--- src/rtl/popcount_mask_gen_if.sv ---
// popcount_mask_gen_if: start/count request and done/mask/error response
// bundle for popcount_mask_gen. The requester uses the master modport and
// the mask generator uses the slave modport.
interface popcount_mask_gen_if #(
    parameter int WIDTH = 8
) ();
    localparam int CW = $clog2(WIDTH + 1);

    logic             start;  // level request, held until done is seen
    logic [CW-1:0]    count;  // requested number of set bits
    logic             done;   // high only while the result is presented
    logic [WIDTH-1:0] mask;   // generated mask, valid while done = 1
    logic             error;  // captured count exceeded WIDTH

    modport master (
        output start,
        output count,
        input  done,
        input  mask,
        input  error
    );

    modport slave (
        input  start,
        input  count,
        output done,
        output mask,
        output error
    );
endinterface

--- src/rtl/popcount_mask_gen.sv ---
// popcount_mask_gen: sequential inverse of the bit counter. Converts a
// population count into a WIDTH-bit mask with exactly that many bits set,
// adding one bit per clock. Uses a level-held start / done handshake.
//
// Optional build macro: POPMASK_MSB_FIRST_EN
//   defined   -> mask fills from the MSB side (count=3 -> 8'b1110_0000)
//   undefined -> mask fills from the LSB side (count=3 -> 8'b0000_0111)
// Latency, handshake and error behaviour are identical in both builds.
module popcount_mask_gen #(
    parameter  int WIDTH = 8,
    localparam int CW    = $clog2(WIDTH + 1)
) (
    input  logic                clk,
    input  logic                reset,
    popcount_mask_gen_if.slave  bus
);

    typedef enum logic [1:0] {
        S_IDLE  = 2'd0,
        S_BUILD = 2'd1,
        S_DONE  = 2'd2
    } state_t;

    // WIDTH expressed at count width so the overflow compare is unsigned
    // and CW bits wide.
    localparam logic [CW-1:0] WIDTH_C = CW'(WIDTH);

    state_t           state_q;
    logic [WIDTH-1:0] mask_q;
    logic [WIDTH-1:0] mask_d;
    logic [CW-1:0]    remaining_q;
    logic             ovf_q;
    logic             done_q;
    logic             error_q;

    // Next mask value for one fill step: shift in a single 1 bit.
    always_comb begin
        mask_d = mask_q;
`ifdef POPMASK_MSB_FIRST_EN
        mask_d = {1'b1, mask_q[WIDTH-1:1]};
`else
        mask_d = {mask_q[WIDTH-2:0], 1'b1};
`endif
    end

    // Control FSM with registered done/error; mask and counter update here.
    always_ff @(posedge clk or posedge reset) begin
        if (reset) begin
            state_q     <= S_IDLE;
            mask_q      <= '0;
            remaining_q <= '0;
            ovf_q       <= 1'b0;
            done_q      <= 1'b0;
            error_q     <= 1'b0;
        end else begin
            case (state_q)
                S_IDLE: begin
                    done_q  <= 1'b0;
                    error_q <= 1'b0;
                    if (bus.start) begin
                        remaining_q <= bus.count;
                        ovf_q       <= (bus.count > WIDTH_C);
                        mask_q      <= '0;
                        state_q     <= S_BUILD;
                    end
                end

                S_BUILD: begin
                    if (ovf_q) begin
                        mask_q  <= '1;
                        state_q <= S_DONE;
                        done_q  <= 1'b1;
                        error_q <= 1'b1;
                    end else if (remaining_q == '0) begin
                        state_q <= S_DONE;
                        done_q  <= 1'b1;
                        error_q <= 1'b0;
                    end else begin
                        // Decrement is gated by remaining != 0, so it never wraps.
                        mask_q      <= mask_d;
                        remaining_q <= remaining_q - CW'(1);
                    end
                end

                S_DONE: begin
                    if (!bus.start) begin
                        state_q <= S_IDLE;
                        done_q  <= 1'b0;
                        error_q <= 1'b0;
                    end
                end

                default: begin
                    state_q <= S_IDLE;
                    done_q  <= 1'b0;
                    error_q <= 1'b0;
                end
            endcase
        end
    end

    assign bus.done  = done_q;
    assign bus.mask  = mask_q;
    assign bus.error = error_q;

endmodule
--- src/flat_wrapper.sv ---
// flat-port wrapper written by rule: the top's interface ports become plain ports
module popcount_mask_gen_flat 
#(
    parameter  int WIDTH = 8,
    localparam int CW    = $clog2(WIDTH + 1)
)
  (clk, reset, bus_start, bus_count, bus_done, bus_mask, bus_error);
  popcount_mask_gen_if #(.WIDTH(WIDTH)) bus_i ();
  input  logic clk;
  input  logic reset;
  input wire logic [$bits(bus_i.start)-1:0] bus_start;
  input wire logic [$bits(bus_i.count)-1:0] bus_count;
  output wire logic [$bits(bus_i.done)-1:0] bus_done;
  output wire logic [$bits(bus_i.mask)-1:0] bus_mask;
  output wire logic [$bits(bus_i.error)-1:0] bus_error;
  assign bus_i.start = bus_start;
  assign bus_i.count = bus_count;
  assign bus_done = bus_i.done;
  assign bus_mask = bus_i.mask;
  assign bus_error = bus_i.error;
  popcount_mask_gen #(.WIDTH(WIDTH)) u_core (.clk(clk), .reset(reset), .bus(bus_i));
endmodule
--- config.mk ---
export PLATFORM = sky130hd
export DESIGN_NAME = popcount_mask_gen_flat
export DESIGN_NICKNAME = d
export VERILOG_FILES = /design/src/rtl/popcount_mask_gen_if.sv /design/src/rtl/popcount_mask_gen.sv /design/src/flat_wrapper.sv
export SDC_FILE = /design/constraint.sdc
export NUM_CORES = 1
export LEC_CHECK = 0
export CORE_AREA = 10 10 55 57
export CTS_BUF_LIST = sky130_fd_sc_hd__clkbuf_16
export CTS_CLUSTER_SIZE = 24
export DETAILED_ROUTE_END_ITERATION = 6
export DIE_AREA = 0 0 65 67
export MAX_ROUTING_LAYER = met4
export PLACE_DENSITY = 0.72
export REMOVE_ABC_BUFFERS = 1
export SLEW_MARGIN = 40
export SYNTH_ARGS = -nofsm -noshare
export SYNTH_HDL_FRONTEND = slang
export SYNTH_SLANG_ARGS = --single-unit
--- constraint.sdc ---
create_clock -name clk -period 2.2 [get_ports clk]
set_input_delay 0.22 -clock clk [delete_from_list [all_inputs] [get_ports clk]]
set_output_delay 0.22 -clock clk [all_outputs]
set_load 0.1 [all_outputs]
==> metrics, run 1 <==
sequential element share of the synthesized area=48.9%; via count=just under 700; vias per cell=5.57; max_slew headroom=a little under three fifths; CORE AREA=a little under 2000 µm²; TNS Setup=0 ns; CTS Buf Count=3; IO Pins=17; status=complete, no violations; fmax=546 MHz; worst endpoint required time=2.34 ns; commonest non-fill, non-tap cell in the layout=dfrtp_1; Worst Tran Pin Value=0.658 ns; detailed placement HPWL=1.35 mm; fin crit period=1.83 ns; CTS resizes=0; Max Slew Vio Count=0; Global Route Usage Sum=9.82%; clock skew=0.00464 ns; detailed-route DRC error count=0; CTS clk-pin slew, worst paths=~0.050 ns; fin crit share=around 83%; WS Path Type=flip-flop to flip-flop; Synth Instances=81; PortBufs=16; Die Wd=about 65 µm; post-route ant nets=0; Startpoint Class=flip-flop; initial antenna violation count=0; vias in the first global route=698; cell taking the most area after synthesis=dfrtp_1; CTS HTree Levels=1; CTS Buffer Depth=2; Synth warnings=0; root buffer selected by CTS=clkbuf_16; DRT iter0 DRCs=11; CP Max Fanout=13; share of the synthesized area in the top cell type=48.9%; first-pass GRT wire length=3.29 mm; CTS tree=built; Die ar.=4360 µm²; n_diodes=0; Synth area leaders=dfrtp_1, o2bb2ai_1, a21oi_1, a2111oi_4, ha_1; Synth cell types=30; Final GP Congestion=0.899; #FFs+latches synth=17; Mapped Area=870 µm²; drt total wl=1.98 mm; max_cap viols=0; height of the die=between 60 and 70 µm; Wirelength per Cell=15.9 µm; final hold vios=0; Finished Core Util=56.3%; Final nets=107; final setup fails=0; Post-CTS Setup Inserts=0; total congestion overflow=0; Area Growth Syn to Fin=25.8%; commonest non-fill, non-tap cells in the layout=dfrtp_1, buf_4, o2bb2ai_1; # rows=16; hold buffer count at cts=0; share of cells above drive strength 1=18.6%; CP endpoint kind=flip-flop; largest net degree at the start of global routing=18; data arrival time of the worst path=1.97 ns; clock sink total=17; Hold Path Class=input pin to asynchronous set/reset pin; RSZ-0062 raised after global routing=no; Clock Latency Late Sink=0.25 ns; Initial Util=between 40% and 50%; drt first pass iters=4; Avg Inst Size Synth=10.7 µm²
-- cell type report --
type	count	area (µm²)
Timing Repair Buffer	16	135
Fill cell	178	848
Sequential cell	17	425
Multi-Input combinational cell	55	402
Clock buffer	3	75.1
Inverter	5	18.8
Tap cell	27	33.8
Clock inverter	1	3.75
-- registers in the layout, indices dropped and copies added, names as in the netlist --
| register | count |
|---|---|
| u_core.bus.mask | 8 |
| u_core.bus.done | 1 |
| u_core.remaining_q | 4 |
| u_core.bus.error | 1 |
| u_core.ovf_q | 1 |
| u_core.state_q | 2 |
-- per-layer routing --
metal	share of wire [%]	wire length, µm	vias to the layer above	GRT usage, %
met3	3.7	73	2	1.51
met5	0	0	-	-
met1	50	994	327	13.1
li1	-	-	337	-
met2	45	884	25	13.9
met4	1.2	23	0	5.08
-- per-stage QoR --
stage,hold slack (ns),std cells,worst slack (ns),cell area [µm²]
CTS,0.392,124,0.365,1090
detailed placement,0.487,120,0.352,1010
finish,0.369,124,0.369,1090
floorplan,0.146,77,0.524,846
global route,0.425,124,0.234,1090
global placement,0.479,120,0.369,1010
-- critical path: stages (launching register included) --
cell	delay, ns
dfrtp_1	0.39
inv_1	0.12
ha_1	0.17
or3b_1	0.54
a21o_1	0.25
o221a_2	0.24
-- synthesized netlist by cell type --
cell,n
a2111oi_4,1
and3b_1,1
dfrtp_1,17
o21bai_1,1
nand3_1,1
a211oi_1,1
or3b_1,2
nor2_1,5
inv_1,5
buf_6,1
a21oi_1,8
buf_2,1
a221oi_1,1
o2bb2ai_1,9
nor3b_2,1
a21o_1,1
o32ai_1,1
nor3_1,3
nand2_1,4
o21ai_0,3
ha_1,2
or3_1,1
nor3b_1,2
clkbuf_1,2
a31o_2,1
nand2b_1,1
o311ai_0,1
a211o_1,1
o22ai_1,1
o221a_2,2
-- worst paths after layout --
check | startpoint | end | slack [ns] | cells past startpoint
setup / recovery | u_core.remaining_q[0] | u_core.remaining_q[2] | 0.37 | 5
hold / removal | reset | u_core.bus.mask[7] | 0.37 | 2
setup reg to reg | u_core.remaining_q[0] | u_core.remaining_q[2] | 0.37 | 5
hold reg to reg | u_core.bus.mask[7] | u_core.bus.mask[7] | 0.49 | 1
max in group asynchronous | reset | u_core.bus.mask[0] | 1.41 | 2
min in group clk | u_core.bus.mask[7] | u_core.bus.mask[7] | 0.49 | 1
-- logic make-up (layout without fill, tap and decap cells) --
group                      count (synthesis)  count (layout)  synth area share, %
adders and majority gates                  2               2                 2.88
buffers and inverters                      9              25                 4.89
DFF                                       17              17                 48.9
and+or+nand+nor                           21              21                 13.8
AOI/OAI and AO/OA                         32              32                 29.5
Power of run 1 is not shown: default switching activity piles up to over one toggle a cycle in this logic, so the estimate is an artifact.
==> run 2, diff against run 1 <==
Settings changed: CORE_AREA 10 10 55 57 to 10 10 56 58, DIE_AREA 0 0 65 67 to 0 0 66 68.
Clock period 2.2 ns to 1.5 ns, I/O delays scaled along.
==> run 2 against run 1 <==
Compared with the run above:
- the run now ends with negative setup slack left
- register-to-register slack lost 0.44 ns
- cell area increased by 33%
- non-clock buffer count up 17
- critical path type unchanged
==> metrics, run 2 (synthesized netlist as in run 1, its figures left out) <==
final setup fails=11 (+11); Design Area, Final=1460 µm² (+33%); TNS Setup=-0.349 ns (-0.349 ns); via count=800 (+16%); CP endpoint kind=flip-flop; post-route ant nets=0 (unchanged); commonest non-fill, non-tap cells in the layout=dfrtp_1, buf_4, buf_12; initial antenna violation count=0 (unchanged); PortBufs=16 (unchanged); first-pass GRT wire length=4.03 mm (+22%); data arrival time of the worst path=1.70 ns (-0.27 ns); Initial Util=41.3% (-3.5 points); hold slack=0.253 ns (-0.116 ns); vias in the first global route=860 (+23%); DRT iter0 DRCs=28 (+17); fmax=638 MHz (+17%); drt first pass iters=4 (unchanged); RSZ-0062 raised after global routing=yes; fin crit period=1.57 ns (-0.264 ns); clock skew=0.00405 ns (-0.000591 ns); failing checks=negative setup slack; Die Wd=66 µm (+1.5%); fin crit share=104% (+21 points); vias per cell=5.63 (+1.1%); max_slew headroom=68.6% (+13 points); FF-to-FF setup slack=-0.07 ns (-0.44 ns); CTS clk-pin slew, worst paths=0.05 ns (about the same); Die ar.=4490 µm² (+3.1%); clock sink total=17 (unchanged); CORE AREA=2110 µm² (+8.4%); CP Max Fanout=5 (-8); CTS tree=built; Final nets=124 (+16%); final non-filler cell total=142 (+15%); number of flip-flops in the largest register=8 (unchanged); IO Pins=17 (unchanged); # rows=17 (+1); CTS Buf Count=3 (unchanged); root buffer selected by CTS=clkbuf_16; Clock Latency Late Sink=0.24 ns (about the same); height of the die=68 µm (+1.5%); Hold Path Class=input pin to asynchronous set/reset pin; placed inst area=1260 µm² (+24%); status=finished with violations; WS Path Type=flip-flop to flip-flop; detailed-route DRC error count=0 (unchanged); Worst Tran Pin Value=0.470 ns (-0.187 ns); hold buffer count at cts=0 (unchanged); Setup WS post-layout=-0.0667 ns (-0.436 ns); max_cap viols=0 (unchanged); worst endpoint required time=1.63 ns (-0.71 ns); n_diodes=0 (unchanged); placed cells=137 (+14%); area of the multi-input gates=508 µm² (+26%); total congestion overflow=0 (unchanged); detailed placement HPWL=1.74 mm (+29%); Wirelength per Cell=18.3 µm (+15%); commonest non-fill, non-tap cell in the layout=dfrtp_1; filler instances=139 (-22%); largest net degree at the start of global routing=18 (unchanged); final hold vios=0 (unchanged); sequential cell area=425 µm² (unchanged); CTS HTree Levels=1 (unchanged); Final GP Congestion=1.01 (+13%); share of cells above drive strength 1=48.2% (+30 points); Max Slew Vio Count=0 (unchanged); Startpoint Class=flip-flop; Global Route Usage Sum=11.6% (+1.8 points); Area Growth Syn to Fin=67.6%; drt total wl=2.60 mm (+32%); CTS Buffer Depth=2 (unchanged)
==> run 2: cell count changes in the layout (fill, tap and decap cells not counted), sizes merged <==
cell,change
buf,+17
==> run 2: through the flow <==
stage,util (%),setup slack [ns]
floorplan,-,-0.176
global placement,59.9,-0.0903
detailed placement,59.9,-0.100
CTS,65.1,-0.0374
global route,69.2,-0.121
finish,69.2,-0.0667
==> run 2: layout make-up <==
| cell class | count | area share [%] |
|---|---|---|
| clock inverters | 1 | 0.258 |
| flip-flops and latches | 17 | 29.2 |
| repair buffers | 33 | 26.9 |
| multi-input cells | 55 | 34.8 |
| clock buffers | 3 | 5.15 |
| well taps | 28 | 2.40 |
| inverters | 5 | 1.29 |
==> run 2: worst max-delay path, cell delays in order (launching register included) <==
cell and delay, ns:
dfrtp_1 0.39, inv_2 0.09, ha_4 0.13, or3b_4 0.41
a21o_1 0.21, o221a_2 0.23
==> run 2: worst paths after layout <==
check                                       from                    end  cells past startpoint
min reg2reg                   u_core.bus.mask[7]     u_core.bus.mask[7]                      1
min                                        reset     u_core.bus.mask[6]                      3
max in group asynchronous                  reset  u_core.remaining_q[0]                      3
min in group clk              u_core.bus.mask[7]     u_core.bus.mask[7]                      1
max reg2reg                u_core.remaining_q[1]  u_core.remaining_q[1]                      5
max                        u_core.remaining_q[1]  u_core.remaining_q[1]                      5
==> run 2: repair_timing <==
action                                  in CTS  in global routing
pin swaps                                    3                  4
resized for setup                            8                 17
endpoints found under the setup margin      14                 13
buffers inserted                             0                  2
==> run 2: per-layer routing <==
metal	track usage (%)	part of all wire [%]
met1	13.7	44
met2	19.6	52
met3	2.45	4.1
met4	3.40	0
met5	-	0
Power of run 2 is left out for the same reason.
